`src/rtl/reg_lock_sched.sv`:
```
// reg_lock_sched
//
// Issue-stage scheduler that owns the register lock table (scoreboard) and
// arbitrates round-robin between NP issue requesters.
//
// A requester gets a one-cycle grant only when its source registers and its
// destination register are all unlocked. A granted destination register stays
// locked until its writeback arrives.
//
// Blocking instructions are serialised:
//   1. Wait (DRAIN) until every lock has been released.
//   2. Issue the blocking instruction on its own.
//   3. Hold every register locked (HOLD) until blk_done_i.
//
// Ports
//   clk_i           clock, all state updates on the rising edge
//   rst_i           synchronous active-high reset
//   req_valid_i     per-requester valid
//   req_blocking_i  per-requester "instruction is blocking"
//   req_rd_i        per-requester destination register index
//   req_reg_req_i   per-requester one-hot mask of source registers
//   gnt_o           one-hot grant, combinational; instruction consumed when set
//   wb_valid_i      writeback strobe
//   wb_rd_i         register released by the writeback
//   blk_done_i      the issued blocking instruction has completed
//   locks_o         registered lock table
//   state_o         0 RUN, 1 DRAIN, 2 HOLD
module reg_lock_sched #(
   // Matches NUM_REGS of the RV64G integer register file.
   parameter int NR = 32,
   parameter int NP = 2
) (
   input  logic                            clk_i,
   input  logic                            rst_i,
   input  logic [NP-1:0]                   req_valid_i,
   input  logic [NP-1:0]                   req_blocking_i,
   input  logic [NP-1:0][$clog2(NR)-1:0]   req_rd_i,
   input  logic [NP-1:0][NR-1:0]           req_reg_req_i,
   output logic [NP-1:0]                   gnt_o,
   input  logic                            wb_valid_i,
   input  logic [$clog2(NR)-1:0]           wb_rd_i,
   input  logic                            blk_done_i,
   output logic [NR-1:0]                   locks_o,
   output logic [1:0]                      state_o
);

   localparam int IW = $clog2(NR);
   localparam int PW = (NP > 1) ? $clog2(NP) : 1;

   typedef enum logic [1:0] {
      ST_RUN   = 2'd0,
      ST_DRAIN = 2'd1,
      ST_HOLD  = 2'd2
   } state_t;

   state_t          state_q, state_d;
   logic [NR-1:0]   locks_q, locks_d;
   logic [PW-1:0]   rr_q, rr_d;

   logic [NP-1:0]   elig;
   logic            head_found;
   logic [PW-1:0]   head_idx;
   logic            head_blk;
   logic            pick_found;
   logic [PW-1:0]   pick_idx;
   logic [NP-1:0]   gnt;

   // Hazard-free, non-blocking requesters.
   // Index 0 is never locked, so rd==0 never collides.
   always_comb begin
      elig = '0;
      for (int i = 0; i < NP; i++) begin
         elig[i] = req_valid_i[i] && !req_blocking_i[i]
                   && ((req_reg_req_i[i] & locks_q) == '0)
                   && !((req_rd_i[i] != '0) && locks_q[req_rd_i[i]]);
      end
   end

   // Scan from rr_q with wrap-around.
   // The head is the first valid requester in scan order. The scan for an
   // eligible requester stops at the first valid blocking one, so a younger
   // requester can never overtake a pending blocking instruction.
   always_comb begin
      int            idx;
      logic [PW-1:0] idx_p;
      logic          stop;
      head_found = 1'b0;
      head_idx   = '0;
      pick_found = 1'b0;
      pick_idx   = '0;
      stop       = 1'b0;
      idx        = 0;
      idx_p      = '0;
      for (int k = 0; k < NP; k++) begin
         idx = int'(rr_q) + k;
         if (idx >= NP) idx = idx - NP;
         idx_p = PW'(idx);
         if (req_valid_i[idx_p] && !stop) begin
            if (!head_found) begin
               head_found = 1'b1;
               head_idx   = idx_p;
            end
            if (req_blocking_i[idx_p]) begin
               stop = 1'b1;
            end else if (elig[idx_p] && !pick_found) begin
               pick_found = 1'b1;
               pick_idx   = idx_p;
            end
         end
      end
   end

   assign head_blk = head_found && req_blocking_i[head_idx];

   // Next-state, grant and lock-table update.
   always_comb begin
      logic [PW-1:0] gidx;
      int            nxt;
      state_d = state_q;
      locks_d = locks_q;
      rr_d    = rr_q;
      gnt     = '0;
      gidx    = '0;
      nxt     = 0;

      case (state_q)
         ST_RUN: begin
            if (head_blk) begin
               state_d = ST_DRAIN;
            end else if (pick_found) begin
               gnt[pick_idx] = 1'b1;
               gidx          = pick_idx;
            end
         end
         ST_DRAIN: begin
            if (!head_blk) begin
               state_d = ST_RUN;
            end else if (locks_q == '0) begin
               gnt[head_idx] = 1'b1;
               gidx          = head_idx;
               state_d       = ST_HOLD;
            end
         end
         ST_HOLD: begin
            if (blk_done_i) state_d = ST_RUN;
         end
         default: state_d = ST_RUN;
      endcase

      if (state_q == ST_HOLD) begin
         // Writebacks are ignored while the blocking instruction owns
         // every register.
         if (blk_done_i) locks_d = '0;
      end else begin
         // The clear is applied first so a same-cycle grant of the same
         // register wins.
         if (wb_valid_i && (wb_rd_i != '0)) locks_d[wb_rd_i] = 1'b0;
         if (state_d == ST_HOLD) begin
            locks_d = '1;
         end else if (pick_found && (gnt != '0) && (req_rd_i[pick_idx] != '0)) begin
            locks_d[req_rd_i[pick_idx]] = 1'b1;
         end
      end

      if (gnt != '0) begin
         nxt = int'(gidx) + 1;
         if (nxt >= NP) nxt = 0;
         rr_d = PW'(nxt);
      end
   end

   always_ff @(posedge clk_i) begin
      if (rst_i) begin
         state_q <= ST_RUN;
         locks_q <= '0;
         rr_q    <= '0;
      end else begin
         state_q <= state_d;
         locks_q <= locks_d;
         rr_q    <= rr_d;
      end
   end

   assign gnt_o   = rst_i ? '0 : gnt;
   assign locks_o = locks_q;
   assign state_o = state_q;

endmodule

```
`config.mk`:
```
export PLATFORM = sky130hd
export DESIGN_NAME = reg_lock_sched
export DESIGN_NICKNAME = d
export VERILOG_FILES = /design/src/rtl/reg_lock_sched.sv
export SDC_FILE = /design/constraint.sdc
export NUM_CORES = 1
export LEC_CHECK = 0
export BUFFER_PORTS_ARGS = -buffer_cell sky130_fd_sc_hd__clkbuf_2
export CELL_PAD_IN_SITES_DETAIL_PLACEMENT = 0
export CELL_PAD_IN_SITES_GLOBAL_PLACEMENT = 2
export CORE_MARGIN = 5
export CORE_UTILIZATION = 29
export CTS_BUF_LIST = sky130_fd_sc_hd__clkbuf_4 sky130_fd_sc_hd__clkbuf_8
export DETAILED_ROUTE_END_ITERATION = 6
export PLACE_DENSITY_LB_ADDON = 0.1
export SLEW_MARGIN = 20
export SYNTH_ARGS = -nofsm -noshare
export SYNTH_HDL_FRONTEND = slang
export SYNTH_SLANG_ARGS = --single-unit
export TNS_END_PERCENT = 30
```
`constraint.sdc`:
```
create_clock -name clk_i -period 3.7 [get_ports clk_i]
set_clock_uncertainty 0.15 [all_clocks]
set_input_delay 0.185 -clock clk_i [delete_from_list [all_inputs] [get_ports clk_i]]
set_output_delay 0.185 -clock clk_i [all_outputs]
set_load 0.05 [all_outputs]
```
Yosys cells after proc, flatten, opt, wreduce, memory -nomap -nowiden
Index checks and enable logic that the tools add are counted.
{"block": "word_totals", "word_cells": 136, "latch_bits": 0, "in_bits": 87, "output_inout_bits": 36, "register_bits": 35, "ramBits": 0, "mem_count": 0, "rom_bits": 0}
{"block": "classes", "mux": 72, "order_cmp": 15, "n_reduce_logical": 33, "n_mul": 0, "shift": 0, "n_eq_ne": 4, "n_div": 0, "add_sub_neg": 4, "n_bitwise": 5}
{"op": "2-to-1 mux 32 bit", "count": 6}
{"op": "bitwise AND 32 bit", "count": 3}
{"op": "logical NOT 32 bit", "count": 3}
{"op": "2-to-1 mux 1 bit", "count": 46}
{"op": "NOT 32 bit", "count": 1}
{"op": "OR 32 bit", "count": 1}
{"op": "less-than comparator 5 x 6 -> 1 bit (second input constant)", "count": 4}
{"op": "nonzero test 5 bit", "count": 4}
{"op": "logical AND 1 bit", "count": 18}
{"op": "2-to-1 mux 2 bit", "count": 9}
{"op": "binary-select mux 1 bit (select 5 bit)", "count": 2}
{"op": "demux 1 bit (select 5 bit)", "count": 2}
{"op": ">= comparator 5 x 1 -> 1 bit (second input constant)", "count": 2}
{"op": "2-to-1 mux 5 bit", "count": 2}
{"op": "less-than comparator 1 x 2 -> 1 bit (second input constant)", "count": 4}
{"op": "logical NOT 1 bit", "count": 6}
{"op": "one-hot mux 2 bit (3 select lines)", "count": 1}
{"op": "adder 1 x 1 -> 2 bit (second input constant)", "count": 2}
{"op": "equality test 2 bit (second input constant)", "count": 2}
{"op": ">= comparator 2 bit (second input constant)", "count": 2}
{"op": "one-hot mux 2 bit (2 select lines)", "count": 1}
{"op": "demux 1 bit (select 1 bit)", "count": 2}
{"op": "equality test 2 x 1 -> 1 bit (second input constant)", "count": 1}
{"op": ">= comparator 1 bit (second input constant)", "count": 2}
{"op": "6 further kinds", "count": 7}

Depth between registers and ports, before layout
Gate-level depths: netlist (run 1).
{"block": "depth", "word_depth": 28, "mapped_depth": 13, "ltp_nobuf": 11}

Worst setup path before layout (run 1)
OpenSTA, ideal clock, no wires.
{"block": "synth_path", "path_kind": "register -> output", "from": "reg locks_q[24] (netlist: locks_o[24])", "to": "out gnt_o[0]", "n_path_buf": 1, "path_stages_with_launch": 11, "required_ps": 3365, "setup_slack_ps": 512, "arrival_time_ps": 2853, "cell_sequence": "dfxtp_1 > clkbuf_1 > mux2i_1 > a221oi_1 > a211o_1 > a22o_1 > a21oi_1 > o21ai_0 > nand2_1 > a21o_1 > a21oi_1"}
{"block": "synth_via", "elab_chain_cells": 23, "word_cells_on_any_way": 46, "cone_classes": "order compare (2); mux (28); bitwise (2); reduce/logical (14)"}
{"element": "start, declared", "line_no": "57", "source": "logic [NR-1:0] locks_q, locks_d;"}
{"element": "start signal, assigned", "line_no": "179", "source": "locks_q <= locks_d;"}
{"element": "binary-select mux 1 bit (select 5 bit)", "line_no": "75", "source": "&& !((req_rd_i[i] != '0) && locks_q[req_rd_i[i]]);"}
{"element": "2-to-1 mux 1 bit (not written as such)", "line_no": "75"}
{"element": "logical AND 1 bit", "line_no": "75"}
{"element": "logical NOT 1 bit", "line_no": "75"}
{"element": "logical AND 1 bit", "line_no": "75"}
{"element": "2-to-1 mux 1 bit (not written as such) (2 in series)", "line_no": "105", "source": "end else if (elig[idx_p] && !pick_found) begin"}
{"element": "2-to-1 mux 1 bit", "line_no": "105"}
{"element": "2-to-1 mux 1 bit", "line_no": "103", "source": "if (req_blocking_i[idx_p]) begin"}
{"element": "[6 not listed]"}
{"element": "less-than comparator 1 x 2 -> 1 bit (not written as such) or >= comparator 1 bit (tied branches)", "line_no": "131", "source": "gnt[pick_idx] = 1'b1;"}
{"element": "logical AND 1 bit (not written as such)", "line_no": "131"}
{"element": "2-to-1 mux 1 bit (not written as such)", "line_no": "131"}
{"element": "demux 1 bit (select 1 bit)", "line_no": "131"}
{"element": "2-to-1 mux 2 bit", "line_no": "130", "source": "end else if (pick_found) begin"}
{"element": "2-to-1 mux 2 bit", "line_no": "128", "source": "if (head_blk) begin"}
{"element": "one-hot mux 2 bit (2 select lines) (*)", "line_no": "126", "source": "case (state_q)"}
{"element": "2-to-1 mux 2 bit (*)", "line_no": "184", "source": "assign gnt_o = rst_i ? '0 : gnt;"}
{"element": "end, declared", "line_no": "39", "source": "output logic [NP-1:0] gnt_o,"}
Mark *: on every way between the ends. The rest lies on a longest branch, timed or not. The select of a mux whose other input is x is not followed.

Worst setup path after layout (run 1)
{"block": "layout_path", "from": "reg locks_q[20] (netlist: locks_o[20])", "to": "reg locks_q[24] (netlist: locks_o[24])"}
{"block": "layout_via", "elab_chain_cells": 28, "word_cells_on_any_way": 64, "cone_classes": "order compare (4); eq/ne (1); mux (37); bitwise (3); reduce/logical (19)"}
{"element": "parallel branches: the longest is 26 deep, another holds binary-select mux 1 bit (select 5 bit)"}
{"element": "2-to-1 mux 32 bit (*)", "line_no": "158", "source": "if (state_d == ST_HOLD) begin"}
{"element": "2-to-1 mux 32 bit (*)", "line_no": "150", "source": "if (state_q == ST_HOLD) begin"}
Every way passes the cells marked *. The select of a mux whose other input is x is not followed.
A chain may end at the register's enable or synchronous reset.

==> results of run 1 <==
## layer usage
metal / up-vias / wire [um] / global-route usage [%]
met5: - / 0 / 0
met2: 283 / 8900 / 42.4
met4: 0 / 762 / 9.31
met1: 2283 / 8870 / 37.0
li1: 2128 / - / -
met3: 50 / 2050 / 4.83
## path summary, 6_finish.rpt
check              startpoint          end  slack (ns)
hold / removal     wb_rd_i[1]  locks_o[29]        0.24
setup reg to reg  locks_o[20]  locks_o[24]        0.37
hold reg to reg    locks_o[0]   locks_o[0]        0.43
setup / recovery  locks_o[20]  locks_o[24]        0.37
## kinds of logic after synthesis
logic type	synth area share (%)
AOI/OAI and AO/OA	29.2
muxes	14.6
DFF	19.3
and+or+nand+nor	32.0
buffers and inverters	4.55
adders and majority gates	0.345
## where the power goes
group	internal [mW]	total, mW	switching [mW]
sequential	0.544	0.906	0.362
clock	0.218	0.371	0.153
combinational	1.08	3.10	2.02
## per-stage QoR
step / power (mW) / utilization (%) / std cells / hold WS (ns)
4_1_cts: 4.35 / 38.7 / 786 / 0.216
3_3_place_gp: 3.96 / 37.8 / 778 / 0.396
3_5_place_dp: 3.97 / 37.8 / 778 / 0.421
2_1_floorplan: 2.77 / - / 480 / 0.231
6_report: 4.38 / 38.7 / 786 / 0.237
5_1_grt: 4.60 / 38.7 / 786 / 0.322
## cell usage after synthesis (9+ instances only)
master,count,area share [%]
nand2b_1,25,4.3
nand4_1,21,3.6
nor2b_1,15,2.6
nand2_1,67,6.9
mux2i_1,19,5.2
o21ai_0,25,3.4
a21oi_1,31,4.3
nor2_1,25,2.6
o211ai_1,9,1.9
nand3_1,37,5.1
dfxtp_1,35,19
a221oi_2,9,3.7
nor4_1,9,1.6
a22oi_1,25,5.2
a221oi_1,10,2.4
clkbuf_1,21,2.2
## sequential cells by signal, summed over array words and instances, names as in the netlist
signal and cells:
locks_o 32, state_o 2, rr_q 1
## final cells by class
class / count / share of cell area, %
Clock inverter: 2 / 0.744
Multi-Input combinational cell: 410 / 58.6
Clock buffer: 6 / 1.75
Sequential cell: 35 / 14.9
Tap cell: 168 / 4.46
Timing Repair Buffer: 158 / 19.0
Inverter: 7 / 0.558
## cell usage in the layout (no fill, tap or decap), types with 6 or more instances in the layout
master,instances
buf_4,35
nand2b_1,25
inv_1,7
nor3b_1,6
a211oi_1,7
dfxtp_1,35
nor2b_1,15
mux4_2,8
mux2i_1,19
nor4_1,9
clkbuf_2,122
a221oi_1,10
nor3_1,6
nand3_1,37
a221oi_2,9
mux2_2,7
nand4_1,21
nand2_1,67
clkbuf_8,6
o21ai_0,25
o211ai_1,9
a21oi_1,31
nor2_1,25
a22oi_1,25
## critical path, stage by stage (launching register included)
cell       delay, ns
dfxtp_1         0.41
mux4_2          0.50
a211o_1         0.28
a22o_1          0.27
a2111oi_4       0.38
nand2b_1        0.14
buf_12          0.19
o21ai_0         0.49
nand3_1         0.18
a221oi_2        0.26
==> reports/results.tsv, run 1 <==
stage	metric	value	unit
synth	syn_avg_cell_area	7.56	um2
synth	ys_ff_latch	35	
synth	syn_nets	568	
placed_design	dpl_worst_slack	0.255	ns
die	fp.dieH	122	um
synth	synth_cell_types	51	
clocking	cts_htree_levels	2	
clocking	hold_buffers	0	
placed_design	io_buffers	122	
timing	layout_min_cycle_time	3.33	ns
clocking	worstSkewPairLatency	0.30	ns
detailed_routing	drt_first_iter_violations	303	
detailed_routing	wl_per_cell	26.2	um
placed_design	dp_hpwl	16.3	mm
die	std_cell_rows	40	
synth	seq_area_frac_synth	19.3	%
timing	setup_slack	0.370	ns
status	outcome	completed	
setup_path	worstPathRequired	3.76	ns
clocking	clk_path_buf_depth	2	
detailed_routing	drcViolationCount	0	
clocking	clk_pin_slew	0.08	ns
setup_path	cp_max_fo	19	
clocking	cts.sinks	35	
finish	antenna_cells	0	
die	io_pins	123	
synth	syn_inst	480	
power	p_leak	1.95	nW
run	drv_cap	0	
die	core-area	12200	um2
die	initial_utilization	29.8	%
synth	syn_area	3630	um2
timing	setup_tns	0	ns
finish	nets	705	
synth	synth_flop_cell	dfxtp_1	
timing	timing.slew.headroom	33.6	%
timing	tightest_slew	0.992	ns
clocking	root_buffer	clkbuf_8	
detailed_routing	num_vias	4744	
placed_design	gp_congestion	0.915	
clocking	tritoncts	done	
synth	ys_warn_count	0	
global_routing	track_usage	26.9	%
global_routing	grt_max_degree	28	
global_routing	grt_pass1_vias	4598	
die	dieWidth	122	um
power	ir_worst_vdd	0.327	mV
setup_path	critPathKind	register to register	
finish	multi_input_area	2760	um2
detailed_routing	vias_per_cell	6.04	
detailed_routing	ant_nets	0	
die	fp.dieArea	14800	um2
timing	drv_slew	0	
worst_hold_path	holdPathStages	5	
timing	fin_crit_sh	90.0	%
synth	synthArstFlopShare	0	%
power	power_density	929	nW/um2
clocking	cts_buffers	5	
finish	nFillCells	1352	
synth	synth_edf_count	0	
detailed_routing	wl	20.6	mm
finish	final_area	4710	um2
setup_path	critPathArrivalTime	3.39	ns
timing	fmax	0.300	GHz
clocking	postCtsSetupBuffers	0	
detailed_routing	drt_first_pass_iters	5	
global_routing	antenna_found_initial	0	
global_routing	grt_overflow_total	0	
global_routing	grt_pass1_wl	29.8	mm
setup_path	critPathLaunchType	register	
setup_path	cp-end-kind	register	
timing	setup_violations	0	
timing	rsz0062_at_grt	no	
worst_hold_path	hold_path_class	input pin to register	
finish	drive_above_1_share	32.2	%
clocking	postCtsResizedCells	0	
timing	hold_violations	0	
placed_design	placed_area	4590	um2
setup_path	worstRegToRegCells	9	
finish	syn2layout_area_growth	29.8	%
finish	register_area	701	um2
Power figures use the tool's default switching activity.
==> run 2: changes to the inputs <==
==> constraint.sdc (replaced) <==
create_clock -name clk_i -period 3.7 [get_ports clk_i]
set_clock_uncertainty 0.15 [all_clocks]
set_input_delay 0.74 -clock clk_i [delete_from_list [all_inputs] [get_ports clk_i]]
set_output_delay 0.74 -clock clk_i [all_outputs]
set_load 0.05 [all_outputs]
==> run 2 against run 1 <==
  * First-iteration DRC count rose by 41%
  * Clock power decreased by 12%
  * Sequential share of layout area fell by 0.96 points
  * Utilization is 2.7 points higher
  * Power increased by 3.1%
  * Combinational power rose by 3%
  * Worst hold slack improved by 0.15 ns
  * Non-clock buffer count is 35 higher
  * Global-route usage up 0.50 points
  * Die area did not move
  * Largest cell class unchanged
  * Largest power group unchanged
==> reports/results.tsv, run 2 (synthesis gave the netlist of run 1 again) <==
stage	metric	value	unit
status	outcome	completed	
clocking	cts_buffers	5	
clocking	clk_path_buf_depth	2	
global_routing	grt_pass1_vias	4748	
die	fp.dieH	122	um
detailed_routing	drcViolationCount	0	
clocking	worstSkewPairLatency	0.30	ns
clocking	tritoncts	done	
power	p_leak	2.13	nW
placed_design	gp_congestion	0.966	
detailed_routing	ant_nets	0	
clocking	cts.sinks	35	
timing	hold-worst-slack	0.391	ns
finish	final_common_cell	clkbuf_2	
power	power_density	896	nW/um2
setup_path	crit_chain	buf_4, mux4_2, mux2_2, nand3b_1, nand4_1, o21ai_1, buf_4, nor2_2, a21oi_2, nor2_1, buf_12	
setup_path	worst_path_most_repeated_cell	buf_4	
placed_design	io_buffers	122	
die	io_pins	123	
timing	timing.slew.headroom	41.3	%
timing	setup_tns	0	ns
finish	largest_reg_flops	32	
detailed_routing	wl_met1	8.78	mm
placed_design	dp_hpwl	16.9	mm
clocking	clk_pin_slew	0.07	ns
detailed_routing	drt_first_pass_iters	5	
timing	fmax	0.277	GHz
setup_path	critPathArrivalTime	2.72	ns
placed_design	place_inst	808	
setup_path	rrSetupSlack	0.34	ns
power	p_switching	2.57	mW
die	std_cell_rows	40	
clocking	cts_htree_levels	2	
finish	nets	740	
setup_path	slowest_stage	mux4_2	
setup_path	slowest_delay	0.49	ns
global_routing	grt_pass1_wl	30.4	mm
finish	layout.cells.most_common_list	118 x clkbuf_2, 70 x buf_4, 67 x nand2_1, 36 x nand3_1, 35 x dfxtp_1	
detailed_routing	dr_wl_met2	9.33	mm
finish	nFillCells	1314	
detailed_routing	wl_met3	1.90	mm
setup_path	critPathKind	input pin to output port	
clocking	root_buffer	clkbuf_8	
die	fp.dieArea	14800	um2
power	combPwrFrac	70.8	%
detailed_routing	drt_first_iter_violations	428	
power	swShare	56.9	%
timing	setup_violations	0	
detailed_routing	wl	20.8	mm
finish	fin_cells	821	
power	ir_worst_vdd	0.328	mV
global_routing	track_usage	27.4	%
power	seqPwrFrac	22.0	%
timing	hold_violations	0	
power	clockPowerShare	7.2	%
detailed_routing	top_layer	met4	
finish	syn2layout_area_growth	38.8	%
detailed_routing	wl_per_cell	25.4	um
timing	drv_slew	0	
setup_path	worstPathRequired	2.81	ns
worst_hold_path	hold_path_class	register to register	
timing	layout_min_cycle_time	3.61	ns
finish	drive_above_1_share	37.1	%
die	initial_utilization	29.8	%
timing	tightest_slew	0.877	ns
setup_path	critPathLaunch	req_rd_i[1]	
placed_design	dpl_worst_slack	-0.117	ns
setup_path	worst_r2r_startpoint	locks_o[22]	
finish	antenna_cells	0	
detailed_routing	num_vias	4868	
run	drv_cap	0	
die	dieWidth	122	um
worst_hold_path	worstHoldStart	locks_o[0]	
setup_path	cp-end-kind	output port	
global_routing	grt_overflow_total	0	
setup_path	cp_max_fo	6	
detailed_routing	vias_per_cell	5.93	
timing	fin_crit_sh	97.5	%
timing	setup_slack	0.0941	ns
die	core-area	12200	um2
global_routing	grt_max_degree	22	
finish	final_util	41.4	%
power	p_int	1.94	mW
setup_path	critPathLaunchType	input pin	
global_routing	antenna_found_initial	0	
-- run 2: worst paths after layout --
check,to,cells past startpoint
worst max-delay path,gnt_o[1],11
worst min-delay path,locks_o[0],2
worst max register to register,locks_o[12],11
worst min register to register,locks_o[0],2
-- run 2: worst max-delay path: cells and delay by family --
family / cells / cell delay, ns
compound gates: 2 / 0.30
buf+inv: 3 / 0.46
mux: 2 / 0.77
simple gates: 4 / 0.44
-- run 2: repair_timing --
action	in CTS	in global routing
endpoints found under the setup margin	2	2
pin swaps	6	7
setup buffers	0	5
resized for setup	10	5
hold buffers	0	0
-- run 2: area by class of cell --
type / count / area, um2 / area share, %
clock buffers: 8 / 104 / 2.06
inverters: 7 / 26.3 / 0.522
multi-input cells: 410 / 2790 / 55.5
flip-flops and latches: 35 / 701 / 13.9
well taps: 168 / 210 / 4.17
repair buffers: 193 / 1200 / 23.9
-- run 2: through the flow --
stage	instance area (um2)	total power, mW
6_report	5040	4.51
2_1_floorplan	3630	2.77
3_5_place_dp	4850	4.09
4_1_cts	4990	4.45
5_1_grt	5040	4.76
3_3_place_gp	4850	4.09
-- run 2: power groups by stage --
| stage | Combinational, mW | Clock [mW] | Sequential (mW) |
|---|---|---|---|
| 5_1_grt | 3.41 | 0.347 | 1.00 |
| 2_1_floorplan | 1.43 | 0 | 1.35 |
| 3_5_place_dp | 3.11 | 0 | 0.981 |
| 6_report | 3.19 | 0.326 | 0.991 |
| 3_3_place_gp | 3.11 | 0 | 0.978 |
| 4_1_cts | 3.14 | 0.332 | 0.972 |
-- run 2: layer usage --
metal  track usage, %  vias up
met3             4.78       50
met5                0        -
met2             44.0      287
met4             11.3        0
li1                 -     2199
met1             36.4     2332
==> run 3: changes to the inputs <==
--- a/config.mk
+++ b/config.mk
@@ -13,6 +13,7 @@
 export CTS_BUF_LIST = sky130_fd_sc_hd__clkbuf_4 sky130_fd_sc_hd__clkbuf_8
 export DETAILED_ROUTE_END_ITERATION = 6
 export PLACE_DENSITY_LB_ADDON = 0.1
+export SETUP_SLACK_MARGIN = 0.1
 export SLEW_MARGIN = 20
 export SYNTH_ARGS = -nofsm -noshare
 export SYNTH_HDL_FRONTEND = slang
==> run 3 against run 2 <==
  * Final area increased by 0.67%
  * Largest power group unchanged
  * Wire length rose by 1.6%
  * Combinational power up 3%
==> reports/results.tsv, run 3 (synthesis gave the netlist of run 1 again) <==
stage	metric	value	unit
clocking	worstSkewPairLatency	0.31	ns
global_routing	grt_pass1_wl	30.6	mm
clocking	tritoncts	done	
detailed_routing	wl_per_cell	25.9	um
timing	hold_violations	0	
global_routing	antenna_found_initial	0	
clocking	hold_buffers	0	
global_routing	grt_max_degree	22	
run	drv_cap	0	
setup_path	slowest_stage	nor4_1	
global_routing	grt_overflow_total	0	
global_routing	grt_util_met3	6.78	%
die	std_cell_rows	40	
detailed_routing	drcViolationCount	0	
timing	drv_slew	0	
finish	antenna_cells	0	
die	io_pins	123	
power	power_density	898	nW/um2
die	initial_utilization	29.8	%
placed_design	io_buffers	122	
clocking	cts_htree_levels	2	
power	ir_worst_vdd	0.420	mV
clocking	clk_pin_slew	0.07	ns
power	power	4.55	mW
finish	drive_above_1_share	38.2	%
setup_path	critPathKind	register to output port	
setup_path	critPathLaunchType	register	
setup_path	worst_r2r_startpoint	locks_o[23]	
global_routing	met2_usage	45.3	%
clocking	clk_path_buf_depth	2	
detailed_routing	drt_first_pass_iters	5	
timing	setup_slack	0.0678	ns
timing	rsz0062_at_grt	yes	
finish	fin_cells	817	
finish	largest_reg_flops	32	
setup_path	crit_chain	nor4_1, nand4_1, nor3_1, nand2_1, nor2_1, a21oi_2, nor2_4, buf_12	
status	outcome	completed	
timing	setup_violations	0	
die	dieWidth	122	um
detailed_routing	num_vias	4890	
worst_hold_path	hold_path_class	register to register	
setup_path	critPathArrivalTime	2.74	ns
setup_path	cp-end-kind	output port	
detailed_routing	ant_nets	0	
setup_path	worstPathRequired	2.81	ns
detailed_routing	vias_per_cell	5.99	
clocking	root_buffer	clkbuf_8	
finish	nets	736	
global_routing	grt_util_met1	36.6	%
finish	nFillCells	1315	
placed_design	place_inst	802	
worst_hold_path	worstHoldStart	locks_o[0]	
die	fp.dieArea	14800	um2
global_routing	grt_pass1_vias	4808	
clocking	cts_buffers	5	
finish	syn2layout_area_growth	39.7	%
setup_path	critPathLaunch	locks_o[3]	
global_routing	track_usage	27.9	%
setup_path	cp_max_fo	8	
power	p_leak	2.12	nW
detailed_routing	drt_first_iter_violations	553	
timing	fin_crit_sh	98.2	%
placed_design	gp_congestion	0.990	
finish	final_common_cell	clkbuf_2	
timing	tightest_slew	0.896	ns
placed_design	dp_hpwl	17.0	mm
detailed_routing	wl	21.2	mm
timing	timing.slew.headroom	40.1	%
die	core-area	12200	um2
setup_path	slowest_delay	0.62	ns
clocking	cts.sinks	35	
finish	final_util	41.7	%
placed_design	dpl_worst_slack	-0.178	ns
timing	fmax	0.275	GHz
timing	hold-worst-slack	0.423	ns
die	fp.dieH	122	um
timing	layout_min_cycle_time	3.63	ns
global_routing	gr-max-usage-layer	met2	
finish	layout.cells.most_common_list	117 x clkbuf_2, 67 x nand2_1, 65 x buf_4, 35 x nand3_1, 34 x dfxtp_1	
run 3: path summary, 6_finish.rpt:
check                endpoint  slack, ns  cells past startpoint
hold / removal     locks_o[0]       0.42                      2
hold reg to reg    locks_o[0]       0.42                      2
setup / recovery     gnt_o[1]       0.07                      8
setup reg to reg  locks_o[24]       0.37                     10
run 3: what timing repair did:
action / 4_1_cts / 5_1_grt
pin swaps: 9 / 7
endpoints found under the setup margin: 2 / 2
resized for setup: 16 / 15
buffers inserted: 2 / 5
run 3: per-layer routing:
metal	up-vias	share of wire (%)
met5	-	0
met3	41	10
met2	285	45
li1	2199	-
met1	2365	42
met4	0	2.6
run 3: per-stage QoR:
| stage | instance area [um2] | TNS, ns |
|---|---|---|
| after floorplan | 3640 | 0 |
| after global placement | 4810 | -0.632 |
| after detailed placement | 4810 | -1.35 |
| after CTS | 4990 | 0 |
| after global routing | 5070 | -0.0114 |
| final | 5070 | 0 |
run 3: critical path: cells and delay by family, from the launching register on:
family,cells,cell delay [ns]
AO/OA/AOI/OAI,1,0.07
buffers and inverters,1,0.14
flip-flops,1,0.52
AND/OR/NAND/NOR,6,1.71
run 3: report_power, final:
group          total [mW]  internal (mW)  switching, mW
clock               0.297          0.131          0.166
combinational        3.27           1.23           2.04
sequential          0.991          0.544          0.447
run 3: final cells by class:
type	instances	area, um2	area share [%]
clock inverter	3	20.0	0.395
timing repair buffer	189	1180	23.4
sequential	35	702	13.8
multi-input combinational	410	2860	56.4
tap	168	210	4.15
inverter	7	26.3	0.518
clock buffer	5	68.8	1.36
